<file path="src/rtl/ps2_ctrl_pkg.sv">
// Shared types and constants for the multi-channel PS/2 controller.
package ps2_ctrl_pkg;

  typedef enum logic [1:0] {
    TX_IDLE,
    TX_REQ,
    TX_WAIT
  } tx_state_t;

  localparam int STAT_NOT_EMPTY  = 0;
  localparam int STAT_UNREAD_ERR = 1;
  localparam int STAT_TX_BUSY    = 2;
  localparam int STAT_TX_PENDING = 3;
  localparam int STAT_OVERFLOW   = 4;
  localparam int STAT_INTR_EN    = 5;

  localparam int CMD_POP   = 15;
  localparam int CMD_FLUSH = 14;
  localparam int CMD_IEWR  = 13;
  localparam int CMD_IE    = 12;

  localparam logic [7:0] PS2_RESEND = 8'hFE;

endpackage

</file>
<file path="src/rtl/ps2_channel.sv">
// One PS/2 channel: RX FIFO, sticky flags, TX command FSM and interrupt.
// PS2_AUTO_RESEND_EN: an rx error while TX is idle queues a resend byte.
module ps2_channel
  import ps2_ctrl_pkg::*;
#(
  parameter int FIFO_DEPTH = 8
) (
  input  logic         clk,
  input  logic         reset,
  input  logic         cmd_wr,
  input  logic [15:12] cmd,
  input  logic         tx_wr,
  input  logic [7:0]   tx_byte,
  input  logic         clr_rd,
  input  logic [7:0]   rx_data,
  input  logic         rx_valid,
  input  logic         rx_error,
  input  logic         tx_busy,
  input  logic         tx_complete,
  output logic [7:0]   tx_data,
  output logic         tx_start,
  output logic [7:0]   status,
  output logic [7:0]   head,
  output logic         intr
);

  localparam int AW = (FIFO_DEPTH > 1) ? $clog2(FIFO_DEPTH) : 1;

  logic [7:0]    mem [FIFO_DEPTH];
  logic [AW-1:0] wr_ptr, rd_ptr;
  logic [AW:0]   count;
  logic          empty, full, pop, flush, push, overflow_set, error_set, resend;
  logic          unread_error, overflow, intr_en;
  tx_state_t     state;

  assign empty        = (count == '0);
  assign full         = (count == (AW+1)'(FIFO_DEPTH));
  assign pop          = cmd_wr & cmd[CMD_POP] & ~empty;
  assign flush        = cmd_wr & cmd[CMD_FLUSH];
  // A pop frees the slot in the same cycle, so full+pop+push is not an overflow.
  assign push         = rx_valid & ~rx_error & (~full | pop);
  assign overflow_set = rx_valid & ~rx_error & full & ~pop;
  assign error_set    = rx_valid & rx_error;

`ifdef PS2_AUTO_RESEND_EN
  assign resend = error_set;
`else
  assign resend = 1'b0;
`endif

  // NOTE: sequential state uses nonblocking (<=) so every register samples pre-edge values.
  always_ff @(posedge clk or posedge reset) begin
    if (reset) begin
      wr_ptr <= '0;
      rd_ptr <= '0;
      count  <= '0;
    end else if (flush) begin
      wr_ptr <= '0;
      rd_ptr <= '0;
      count  <= '0;
    end else begin
      if (push) wr_ptr <= wr_ptr + AW'(1);
      if (pop)  rd_ptr <= rd_ptr + AW'(1);
      case ({push, pop})
        2'b10:   count <= count + (AW+1)'(1);
        2'b01:   count <= count - (AW+1)'(1);
        default: count <= count;
      endcase
    end
  end

  // NOTE: storage is not reset; count alone decides which entries are valid.
  always_ff @(posedge clk) begin
    if (push) mem[wr_ptr] <= rx_data;
  end

  always_ff @(posedge clk or posedge reset) begin
    if (reset) begin
      unread_error <= 1'b0;
      overflow     <= 1'b0;
      intr_en      <= 1'b1;
    end else begin
      if (error_set)         unread_error <= 1'b1;
      else if (clr_rd)       unread_error <= 1'b0;
      if (overflow_set)      overflow <= 1'b1;
      else if (clr_rd)       overflow <= 1'b0;
      if (cmd_wr & cmd[CMD_IEWR]) intr_en <= cmd[CMD_IE];
    end
  end

  always_ff @(posedge clk or posedge reset) begin
    if (reset) begin
      state    <= TX_IDLE;
      tx_start <= 1'b0;
      tx_data  <= '0;
    end else begin
      tx_start <= 1'b0;
      case (state)
        TX_IDLE: begin
          if (tx_wr) begin
            tx_data <= tx_byte;
            state   <= TX_REQ;
          end else if (resend) begin
            tx_data <= PS2_RESEND;
            state   <= TX_REQ;
          end
        end
        TX_REQ: begin
          if (!tx_busy) begin
            tx_start <= 1'b1;
            state    <= TX_WAIT;
          end
        end
        TX_WAIT: if (tx_complete) state <= TX_IDLE;
        default: state <= TX_IDLE;
      endcase
    end
  end

  assign head = empty ? 8'h00 : mem[rd_ptr];
  assign intr = intr_en & ~empty;

  // NOTE: default first so the combinational block never infers a latch.
  always_comb begin
    status                  = '0;
    status[STAT_NOT_EMPTY]  = ~empty;
    status[STAT_UNREAD_ERR] = unread_error;
    status[STAT_TX_BUSY]    = tx_busy;
    status[STAT_TX_PENDING] = (state != TX_IDLE);
    status[STAT_OVERFLOW]   = overflow;
    status[STAT_INTR_EN]    = intr_en;
  end

endmodule

</file>
<file path="src/rtl/ps2_multi_controller.sv">
// Multi-channel PS/2 controller behind a 16-bit CPU data port.
// Optional PS2_AUTO_RESEND_EN is implemented inside ps2_channel.
module ps2_multi_controller
  import ps2_ctrl_pkg::*;
#(
  parameter  int NUM_CH     = 2,
  parameter  int FIFO_DEPTH = 8,
  localparam int CH_W       = (NUM_CH > 1) ? $clog2(NUM_CH) : 1
) (
  input  logic                clk,
  input  logic                reset,
  input  logic                cs,
  input  logic                data_m_access,
  input  logic                data_m_wr_en,
  input  logic [CH_W-1:0]     data_m_addr,
  output logic                data_m_ack,
  output logic [15:0]         data_m_data_out,
  input  logic [15:0]         data_m_data_in,
  input  logic [1:0]          data_m_bytesel,
  output logic [NUM_CH-1:0]   ps2_intr,
  input  logic [8*NUM_CH-1:0] rx_data,
  input  logic [NUM_CH-1:0]   rx_valid,
  input  logic [NUM_CH-1:0]   rx_error,
  output logic [8*NUM_CH-1:0] tx_data,
  output logic [NUM_CH-1:0]   tx_start,
  input  logic [NUM_CH-1:0]   tx_busy,
  input  logic [NUM_CH-1:0]   tx_complete
);

  logic        sel, rd, wr;
  logic [7:0]  status [NUM_CH];
  logic [7:0]  head   [NUM_CH];
  logic [15:0] rd_word;
  logic        unused_data;

  assign sel         = data_m_access & cs;
  assign rd          = sel & ~data_m_wr_en;
  assign wr          = sel & data_m_wr_en;
  assign unused_data = ^data_m_data_in[11:8];

  for (genvar c = 0; c < NUM_CH; c++) begin : g_ch
    logic hit;
    assign hit = (data_m_addr == CH_W'(c));

    ps2_channel #(.FIFO_DEPTH(FIFO_DEPTH)) u_ch (
      .clk         (clk),
      .reset       (reset),
      .cmd_wr      (wr & hit & data_m_bytesel[1]),
      .cmd         (data_m_data_in[15:12]),
      .tx_wr       (wr & hit & data_m_bytesel[0]),
      .tx_byte     (data_m_data_in[7:0]),
      .clr_rd      (rd & hit & data_m_bytesel[1]),
      .rx_data     (rx_data[8*c +: 8]),
      .rx_valid    (rx_valid[c]),
      .rx_error    (rx_error[c]),
      .tx_busy     (tx_busy[c]),
      .tx_complete (tx_complete[c]),
      .tx_data     (tx_data[8*c +: 8]),
      .tx_start    (tx_start[c]),
      .status      (status[c]),
      .head        (head[c]),
      .intr        (ps2_intr[c])
    );
  end

  // Out-of-range channel addresses read as zero.
  always_comb begin
    rd_word = '0;
    for (int i = 0; i < NUM_CH; i++) begin
      if (data_m_addr == CH_W'(i)) rd_word = {status[i], head[i]};
    end
  end

  always_ff @(posedge clk or posedge reset) begin
    if (reset) begin
      data_m_ack      <= 1'b0;
      data_m_data_out <= '0;
    end else begin
      data_m_ack      <= sel;
      data_m_data_out <= rd ? rd_word : '0;
    end
  end

endmodule

</file>
<file path="config.mk">
export PLATFORM = sky130hd
export DESIGN_NAME = ps2_multi_controller
export DESIGN_NICKNAME = d
export VERILOG_FILES = /design/src/rtl/ps2_ctrl_pkg.sv /design/src/rtl/ps2_channel.sv /design/src/rtl/ps2_multi_controller.sv
export SDC_FILE = /design/constraint.sdc
export NUM_CORES = 1
export LEC_CHECK = 0
export CORE_MARGIN = 1.5
export CORE_UTILIZATION = 41
export DETAILED_ROUTE_END_ITERATION = 7
export SETUP_SLACK_MARGIN = 0.05
export SYNTH_ARGS = -nofsm -noshare
export SYNTH_HDL_FRONTEND = slang
export SYNTH_HIERARCHICAL = 1
export SYNTH_SLANG_ARGS = --single-unit
</file>
<file path="constraint.sdc">
create_clock -name clk -period 6.5 [get_ports clk]
set_input_delay 0.65 -clock clk [delete_from_list [all_inputs] [get_ports clk]]
set_output_delay 0.65 -clock clk [all_outputs]
set_load 0.005 [all_outputs]
</file>
== Word-level counts from Yosys, hierarchy flattened ==
Memory sizes are Yosys's and may differ from the RTL's.
Index checks and enable logic that the tools add are counted.

* Memories: 2
* Bits in writable memories: 128
* Input bits: 48
* Logic and storage cells: 149
* Register bits after elaboration: 63
* Output and inout bits: 37

{| class="wikitable"
|+ Memory list
! memory !! depth !! bits a word !! read ports !! clocked after memory_dff !! wr ports !! line !! RTL
|-
| g_ch[0].u_ch.mem || 8 || 8 || 1 || 0 || 1 || ps2_channel.sv:29 || <nowiki>logic [7:0] mem [FIFO_DEPTH];</nowiki>
|-
| g_ch[1].u_ch.mem || 8 || 8 || 1 || 0 || 1 || ps2_channel.sv:29 ||
|}

* $add $sub $neg: 8
* Equal/unequal tests: 16
* Reduce and logical (&&, ||, !) cells: 20
* Muxes and demuxes: 38
* Bitwise logic cells: 45

{| class="wikitable"
|+ Operators by type and width
! cell !! number
|-
| bitwise AND 1 bit || 33
|-
| two-way mux 14 bit || 2
|-
| two-way mux 3 bit || 8
|-
| nonzero test 2 bit || 10
|-
| two-way mux 8 bit || 2
|-
| case mux 4 bit (2 select lines) || 2
|-
| two-way mux 1 bit || 14
|-
| adder 3 x 1 -> 3 bit, second input constant || 4
|-
| two-way mux 2 bit || 6
|-
| case mux 2 bit (3 select lines) || 2
|-
| inverter 1 bit || 10
|-
| adder 4 x 1 -> 4 bit, second input constant || 2
|-
| equality test 2 x 1 -> 1 bit, second input constant || 4
|-
| equality test 2 bit, second input constant || 4
|-
| equality test 4 bit, second input constant || 2
|-
| logical NOT 4 bit || 2
|-
| two-way mux 4 bit || 2
|-
| != test 2 bit, second input constant || 4
|-
| subtractor 4 x 1 -> 4 bit, second input constant || 2
|-
| AND reduction 3 bit || 2
|-
| nonzero test 3 bit || 2
|-
| logical NOT 2 bit || 2
|-
| != test 2 x 1 -> 1 bit, second input constant || 2
|-
| AND reduction 2 bit || 2
|-
| bitwise OR 1 bit || 2
|}

== Logic depth before layout (Yosys ltp) ==
Gate-level depths: netlist of run 1.

* Depth after elaboration: 11
* Depth in mapped cells: 11
* Gate-level depth less buffers: 10

== By module ==
The synthesis of run 1 kept the hierarchy.

{| class="wikitable"
|+ By module, submodules not included
! module !! cells an instance !! instances !! area an instance (um^2) !! seq. area each (um^2)
|-
| ps2_channel at g_ch[1].u_ch || 227 || 1 || 3699.8 || 2523.7
|-
| ps2_channel at g_ch[0].u_ch || 223 || 1 || 3674.8 || 2523.7
|-
| ps2_multi_controller || 65 || 1 || 834.6 || 425.4
|}

== Worst setup path before layout of run 1 ==
No wires, ideal clock.

* Path type: input -> register
* Start: in data_m_addr
* End: mem g_ch[0].u_ch.mem[0][0] (enable)
* Setup time: 0.383 ns
* Path buffers: 1
* Required time: 6.117 ns
* Setup slack: 3.727 ns
* Stages: 7
* Arrival: 2.390 ns
* Cells stage by stage: buf_4 -> nand2b_1 -> nor2_1 -> nand2_1 -> a31oi_1 -> nand2b_1 -> nor3_1

* Longest elaborated chain between the ends: 9

{| class="wikitable"
|+ RTL lines
! item !! line !! RTL
|-
| start, declared || ps2_multi_controller.sv:15 || <nowiki>input logic [CH_W-1:0] data_m_addr,</nowiki>
|-
| inverter 1 bit || - ||
|-
| bitwise AND 1 bit (2 in series) || ps2_multi_controller.sv:48 || <nowiki>.cmd_wr (wr & hit & data_m_bytesel[1]),</nowiki>
|-
| bitwise AND 1 bit (2 in series) || ps2_channel.sv:38 || <nowiki>assign pop = cmd_wr & cmd[CMD_POP] & ~empty;</nowiki>
|-
| bitwise OR 1 bit || ps2_channel.sv:41 || <nowiki>assign push = rx_valid & ~rx_error & (~full | pop);</nowiki>
|-
| bitwise AND 1 bit || ps2_channel.sv:41 ||
|-
| two-way mux 1 bit || ps2_channel.sv:74 || <nowiki>if (push) mem[wr_ptr] <= rx_data;</nowiki>
|-
| two-way mux 1 bit (not written as such) || ps2_channel.sv:74 ||
|-
| end, declared || ps2_channel.sv:29 ||
|}

Every way passes these cells.

==> results of run 1 <==
-- placed cells by master (no fill, tap or decap), types with 4 or more instances in the layout --
| cell type | instances |
|---|---|
| clkdlybuf4s50_1 | 80 |
| buf_4 | 7 |
| mux2i_1 | 39 |
| nor3_1 | 11 |
| dfrtp_1 | 63 |
| clkbuf_16 | 17 |
| or2_2 | 4 |
| o21ai_0 | 7 |
| ha_1 | 7 |
| nand3_1 | 5 |
| xor2_1 | 5 |
| nor3b_1 | 5 |
| and2_1 | 6 |
| a21oi_1 | 6 |
| nand2b_1 | 8 |
| nand2_1 | 19 |
| inv_8 | 4 |
| mux2_2 | 18 |
| a31oi_1 | 5 |
| nor3_2 | 5 |
| mux4_2 | 32 |
| xnor2_1 | 5 |
| nor2_4 | 10 |
| inv_1 | 12 |
| nor2_1 | 52 |
| conb_1 | 4 |
| edfxtp_1 | 128 |
-- cell type report --
type | instances | share of cell area
multi-input combinational | 280 | 0.254
clock buffer | 18 | 0.0437
clock inverter | 14 | 0.0194
timing repair buffer | 87 | 0.0869
sequential | 193 | 0.557
inverter | 13 | 0.00497
tap | 265 | 0.0338
-- flip-flops by register name, indices dropped and copies added, names as in the netlist --
| register | count |
|---|---|
| g_ch.u_ch/tx_start | 2 |
| g_ch.u_ch/rd_ptr | 6 |
| g_ch.u_ch/unread_error | 2 |
| g_ch.u_ch/intr_en | 2 |
| g_ch.u_ch/state | 4 |
| data_m_data_out | 16 |
| g_ch.u_ch/count | 8 |
| g_ch.u_ch/mem | 128 |
| g_ch.u_ch/overflow | 2 |
| g_ch.u_ch/wr_ptr | 6 |
| data_m_ack | 1 |
| g_ch.u_ch/tx_data | 16 |
-- path summary, 6_finish.rpt --
kind / start / cells past startpoint / endpoint / slack, ps
max reg2reg: g_ch[1].u_ch/count[0]$_DFFE_PP0P_ / 9 / g_ch[1].u_ch/count[2]$_DFFE_PP0P_ / 3570
min: g_ch[0].u_ch/state[1]$_DFFE_PP0P_ / 1 / g_ch[0].u_ch/state[0]$_DFFE_PP0P_ / 470
min reg2reg: g_ch[0].u_ch/state[1]$_DFFE_PP0P_ / 1 / g_ch[0].u_ch/state[0]$_DFFE_PP0P_ / 470
max in group asynchronous: reset / 2 / g_ch[0].u_ch/tx_data[1]$_DFFE_PP0P_ / 5060
min in group asynchronous: reset / 2 / data_m_ack$_DFF_PP0_ / 690
max: g_ch[1].u_ch/count[0]$_DFFE_PP0P_ / 4 / ps2_intr[1] / 2990
-- power groups by stage --
stage	registers [mW]	logic (mW)	clock network [mW]
3_3_place_gp	1.64	0.719	0
3_5_place_dp	1.65	0.741	0
4_1_cts	1.63	0.743	1.12
5_1_grt	1.65	0.802	1.17
6_report	1.62	0.725	1.10
2_1_floorplan	1.56	0.587	0
-- layer usage --
metal  share of wire  global-route usage
met5               0                   0
met2            0.49               0.273
met4           0.012              0.0574
met1            0.44               0.217
met3           0.054              0.0394
-- logic make-up (layout without fill, tap and decap cells) --
logic type | after synthesis | in the layout | share of synthesized area
and+or+nand+nor | 142 | 142 | 0.0977
muxes | 89 | 89 | 0.160
xor gates and xnor gates | 10 | 10 | 0.0107
AOI/OAI and AO/OA | 28 | 28 | 0.0216
other | 2 | 4 | 0.000915
adders and majority gates | 7 | 7 | 0.0107
DFF | 193 | 193 | 0.667
buffers and inverters | 44 | 132 | 0.0317
==> summary.md, run 1 <==
| Metric | Value |
|---|---|
| P&R area growth vs syn | 19.6% |
| Worst VDD drop | 0.178 mV |
| Dpl ws | 2620 ps |
| DRT iter0 DRCs | 212 |
| Synth Warn # | 6 |
| Crit path DAT | 2860 ps |
| H-tree levels | 4 |
| Critical Path RT | 5850 ps |
| Count leader, synth | edfxtp_1 |
| Seq cells post-synth | 193 |
| Synth Flop Type | edfxtp_1 |
| Seq pwr share | 0.471 |
| Least-Margin Pin Slew | 1150 ps |
| Hold crit path type | register to register |
| Top cells by count, synth | edfxtp_1 (128), dfrtp_1 (63), nor2_1 (52), mux2i_1 (39), mux4_2 (32) |
| Sw frac | 0.282 |
| Global placer's final weighted congestion | 0.823 |
| Largest net degree at the start of global routing | 25 |
| TritonCTS Buffers | 17 |
| Total vias in the final route | 4470 |
| Die Area | 20900 sq um |
| Total congestion overflow | 0 |
| Drt drc | 0 |
| DIE WIDTH | 145 um |
| Clock Latency Late Sink | 430 ps |
| Pwr per Cell Area | 351 nW/um^2 |
| Nets@finish | 647 |
| 1st-pass router iterations | 4 |
| Die span in y | 145 um |
| Clock slew seen by the registers of the worst setup and hold paths | 70 ps |
| Synth Instances | 515 |
| Register area | 5470 sq um |
| Clock group share of total power | 0.319 |
| CP cell instances | nor4_2, inv_1, and2_1, clkdlybuf4s50_1 |
| NetSw | 0.972 mW |
| I/O Buffers | 80 |
| Combinational power share | 0.210 |
| Share of the synthesized area in the top cell type | 0.468 |
| DP HPWL | 11.0 mm |
| CTS root buf | clkbuf_16 |
| Max-cap violation count | 0 |
| Dpl cells | 838 |
| Design Power | 3.45 mW |
| Cell family with most CP delay | simple AND/OR/NAND/NOR gates |
| Total GRT Usage | 0.166 |
| CTS tree | built |
| Avg Inst Size Synth | 15.9 sq um |
| Clock buffer depth | 2 |
| CP endpoint kind | primary output |
| Row count | 51 |
| Critical Path Start Type | register |
| Antenna-violating nets left | 0 |
| Layout cells sized above 1 | 0.197 |
| Ports | 85 |
| PostCTS Resize Cnt | 0 |
| Yosys top cell by area | edfxtp_1 |
| Crit path max fanout | 12 |
| Final setup fails | 0 |
| Crit path max-delay cell type | nor4_2 |
| Final worst slack | 2990 ps |
| Setup TNS | 0 ps |
| Global-route wire length before repair | 25.1 mm |
| Tcrit/Tclk final | 0.540 |
| WP buf/inv | 2 |
| Slew HR | 0.237 |
| WHS | 468 ps |
| LEAKAGE | 3.50 nW |
| Initial antenna violation count | 0 |
| Run status | finished clean |
| Clock skew | 12.3 ps |
| Detail-routed via count per cell | 5.14 |
| Area occupied by multi-input gates | 2490 sq um |
| Clock Sinks | 193 |
| Postcts setup bufs | 0 |
| Async S/R FF share, synth | 0.337 |
| Layout Utilization | 0.503 |
| Syn Std Cell Area | 8210 sq um |
| Hold buffers post-CTS | 0 |
| Initial Util | 0.420 |
| RSZ-0062 raised after global routing | no |
| Fillers | 1621 |
| Vias in the first global route | 4611 |
| Slowest stage delay, CP | 940 ps |
| Synth cell types | 53 |
| Seq/Total Area, Yosys | 0.667 |
| Wire per inst | 18.7 um |
| Pint | 2.48 mW |
| Post-Layout Inst Area | 9820 sq um |
| Final cell count without fillers | 870 |
| Final Max Slew Viols | 0 |
| ANT cells | 0 |
| Final hold viol count | 0 |
| Synth area leaders | edfxtp_1 (47%), dfrtp_1 (19%), mux4_2 (8.8%) |
| EDFF count, synth | 128 |
| Peak Freq | 0.285 GHz |
| Setup CP Type | register to primary output |
| Core area | 19500 sq um |
| Post-route minimum period | 3510 ps |
| Routed WL | 16.2 mm |
| DP Area | 9200 sq um |
No activity file was read; power rests on OpenSTA's default activity.
==> inputs of run 2 (changes only) <==
==> constraint.sdc (replaced) <==
create_clock -name clk -period 3.1 [get_ports clk]
set_input_delay 0.31 -clock clk [delete_from_list [all_inputs] [get_ports clk]]
set_output_delay 0.31 -clock clk [all_outputs]
set_load 0.005 [all_outputs]
==> run 2 against run 1 <==
First-iteration DRC count rose by 7.5%. Sequential cell count stayed put. Utilization up 0.29 points. Combinational power increased by 120%. Via count grew 2.5%. Critical path depth up 1. Clock skew down 4.6 ps. Global-route usage rose by 0.51 points. Register-to-register slack worse by 2800 ps. Clock power rose by 86%. Sequential share of layout area down 0.32 points.
==> summary.md, run 2 (synthesized netlist as in run 1, its figures left out) <==
| Metric | Value |
|---|---|
| Run status | finished clean (unchanged) |
| Commonest non-fill, non-tap cell in the layout | edfxtp_1 (unchanged) |
| Initial antenna violation count | 0 (unchanged) |
| RR Startpoint | g_ch[0].u_ch/count[0]$_DFFE_PP0P_ (was g_ch[1].u_ch/count[0]$_DFFE_PP0P_) |
| H-tree levels | 4 (unchanged) |
| DRT iter0 DRCs | 228 (was 212) |
| Worst R2R Setup Slack | 780 ps (was 3570 ps) |
| Crit path max fanout | 12 (unchanged) |
| Hold crit path type | input port to async pin (was register to register) |
| Final cell count without fillers | 889 (was 870) |
| Row count | 51 (unchanged) |
| Combinational power share | 0.230 (was 0.210) |
| Pint | 5.05 mW (was 2.48 mW) |
| I/O Buffers | 80 (unchanged) |
| Layout cells sized above 1 | 0.213 (was 0.197) |
| Pwr per Cell Area | 713 nW/um^2 (was 351 nW/um^2) |
| Drt drc | 0 (unchanged) |
| Final Max Slew Viols | 0 (unchanged) |
| Fillers | 1655 (was 1621) |
| Clock Sinks | 193 (unchanged) |
| Core area | 19500 sq um (unchanged) |
| Seq pwr share | 0.480 (was 0.471) |
| Tcrit/Tclk final | 0.814 |
| P&R area growth vs syn | 20.3% (was 19.6%) |
| Sw frac | 0.284 (was 0.282) |
| Total congestion overflow | 0 (unchanged) |
| Clock skew | 7.69 ps (was 12.3 ps) |
| DIE WIDTH | 145 um (unchanged) |
| Final hold viol count | 0 (unchanged) |
| TritonCTS Buffers | 17 (unchanged) |
| Nets@finish | 666 (was 647) |
| Peak Freq | 0.396 GHz |
| Antenna-violating nets left | 0 (unchanged) |
| Least-Margin Pin Slew | 1050 ps (was 1150 ps) |
| Total vias in the final route | 4582 (was 4470) |
| NetSw | 2.00 mW (was 0.972 mW) |
| Clock slew seen by the registers of the worst setup and hold paths | 70 ps (about the same) |
| PostCTS Resize Cnt | 0 (unchanged) |
| Most flop-heavy register | g_ch.u_ch/mem (unchanged) |
| Layout Utilization | 0.506 (was 0.503) |
| Postcts setup bufs | 0 (unchanged) |
| Initial Util | 0.420 (unchanged) |
| Dpl cells | 857 (was 838) |
| Post-route minimum period | 2520 ps |
| CP endpoint kind | primary output (unchanged) |
| Clock Latency Late Sink | 430 ps (about the same) |
| Die span in y | 145 um (unchanged) |
| CTS tree | built (unchanged) |
| Clock buffer depth | 2 (unchanged) |
| Clock group share of total power | 0.291 (was 0.319) |
| 1st-pass router iterations | 4 (unchanged) |
| Worst VDD drop | 0.457 mV (was 0.178 mV) |
| Total GRT Usage | 0.171 (was 0.166) |
| Setup CP Type | register to primary output (unchanged) |
| Top flop regs | g_ch.u_ch/mem: 128 flops, data_m_data_out: 16 flops, g_ch.u_ch/tx_data: 16 flops (unchanged) |
| Routed WL | 16.8 mm (was 16.2 mm) |
| Setup TNS | 0 ps (unchanged) |
| Worst Reg-to-Reg Cells | 9 (unchanged) |
| Max-cap violation count | 0 (unchanged) |
| Global-route wire length before repair | 25.9 mm (was 25.1 mm) |
| Ports | 85 (unchanged) |
| Critical Path Start Type | register (unchanged) |
| Max FFs per register | 128 (unchanged) |
| DP HPWL | 11.4 mm (was 11.0 mm) |
| Global placer's final weighted congestion | 0.822 (was 0.823) |
| Largest net degree at the start of global routing | 25 (unchanged) |
| Critical Path RT | 2790 ps (was 5850 ps) |
| Hold buffers post-CTS | 0 (unchanged) |
| Final setup fails | 0 (unchanged) |
| Crit path DAT | 2210 ps (was 2860 ps) |
| Crit path from | g_ch[1].u_ch/count[0]$_DFFE_PP0P_ (unchanged) |
| Most frequent cells in the layout | edfxtp_1 (128), clkdlybuf4s50_1 (80), dfrtp_1 (63) (unchanged) |
| Last element of the critical path | ps2_intr[1] (unchanged) |
| Detail-routed via count per cell | 5.15 (was 5.14) |
| Slew HR | 0.300 (was 0.237) |
| RR Endpoint | g_ch[0].u_ch/count[3]$_DFFE_PP0P_ (was g_ch[1].u_ch/count[2]$_DFFE_PP0P_) |
| Die Area | 20900 sq um (unchanged) |
| CTS root buf | clkbuf_16 (unchanged) |
| ANT cells | 0 (unchanged) |
| Vias in the first global route | 4785 (was 4611) |
| LEAKAGE | 3.57 nW (was 3.50 nW) |
| RSZ-0062 raised after global routing | no (unchanged) |
| Wire per inst | 18.9 um (was 18.7 um) |
==> run 2: worst min path at each step <==
stage | startpoint | to | slack (ps) | cells after the start
after floorplan | reset | data_m_ack$_DFF_PP0_ | 240 | 1
after global placement | g_ch[1].u_ch/state[1]$_DFFE_PP0P_ | g_ch[1].u_ch/state[0]$_DFFE_PP0P_ | 440 | 1
after detailed placement | g_ch[1].u_ch/state[1]$_DFFE_PP0P_ | g_ch[1].u_ch/state[0]$_DFFE_PP0P_ | 460 | 1
after CTS | reset | data_m_data_out[13]$_DFF_PP0_ | 350 | 2
after global routing | reset | data_m_data_out[11]$_DFF_PP0_ | 420 | 2
final | reset | data_m_ack$_DFF_PP0_ | 350 | 2
==> run 2: final cells by class <==
cell class | instances | area, sq um | share of cell area
Tap cell | 265 | 332 | 0.0336
Timing Repair Buffer | 106 | 996 | 0.101
Clock inverter | 13 | 111 | 0.0113
Sequential cell | 193 | 5470 | 0.554
Inverter | 13 | 48.8 | 0.00494
Clock buffer | 19 | 433 | 0.0438
Multi-Input combinational cell | 280 | 2480 | 0.251
==> run 2: power by group through the flow <==
stage / Clock (mW) / Combinational (mW) / Sequential, mW
finish: 2.05 / 1.62 / 3.38
global route: 2.21 / 1.80 / 3.42
CTS: 2.10 / 1.66 / 3.38
detailed placement: 0 / 1.65 / 3.43
global placement: 0 / 1.60 / 3.41
floorplan: 0 / 1.23 / 3.28
==> run 2: metrics by stage <==
step	instance area (sq um)	setup slack, ps	power (mW)	hold slack (ps)
3_5_place_dp	9330	167	5.08	459
3_3_place_gp	9330	244	5.01	445
5_1_grt	9880	287	7.42	416
4_1_cts	9880	553	7.14	354
2_1_floorplan	8220	667	4.51	236
6_report	9880	577	7.05	348
==> run 2: worst max-delay path, stage by stage, from the launching register on <==
cell and delay (ps):
dfrtp_1 470, nor4_2 330, buf_4 230, inv_1 130, and2_1 180, clkdlybuf4s50_1 440
==> run 2: routing by layer <==
layer,vias to the layer above,wire [um],track usage
met5,-,0,0
met4,0,306,0.0718
met3,24,717,0.0334
met2,119,8110,0.280
met1,2342,7630,0.224
li1,2097,-,-
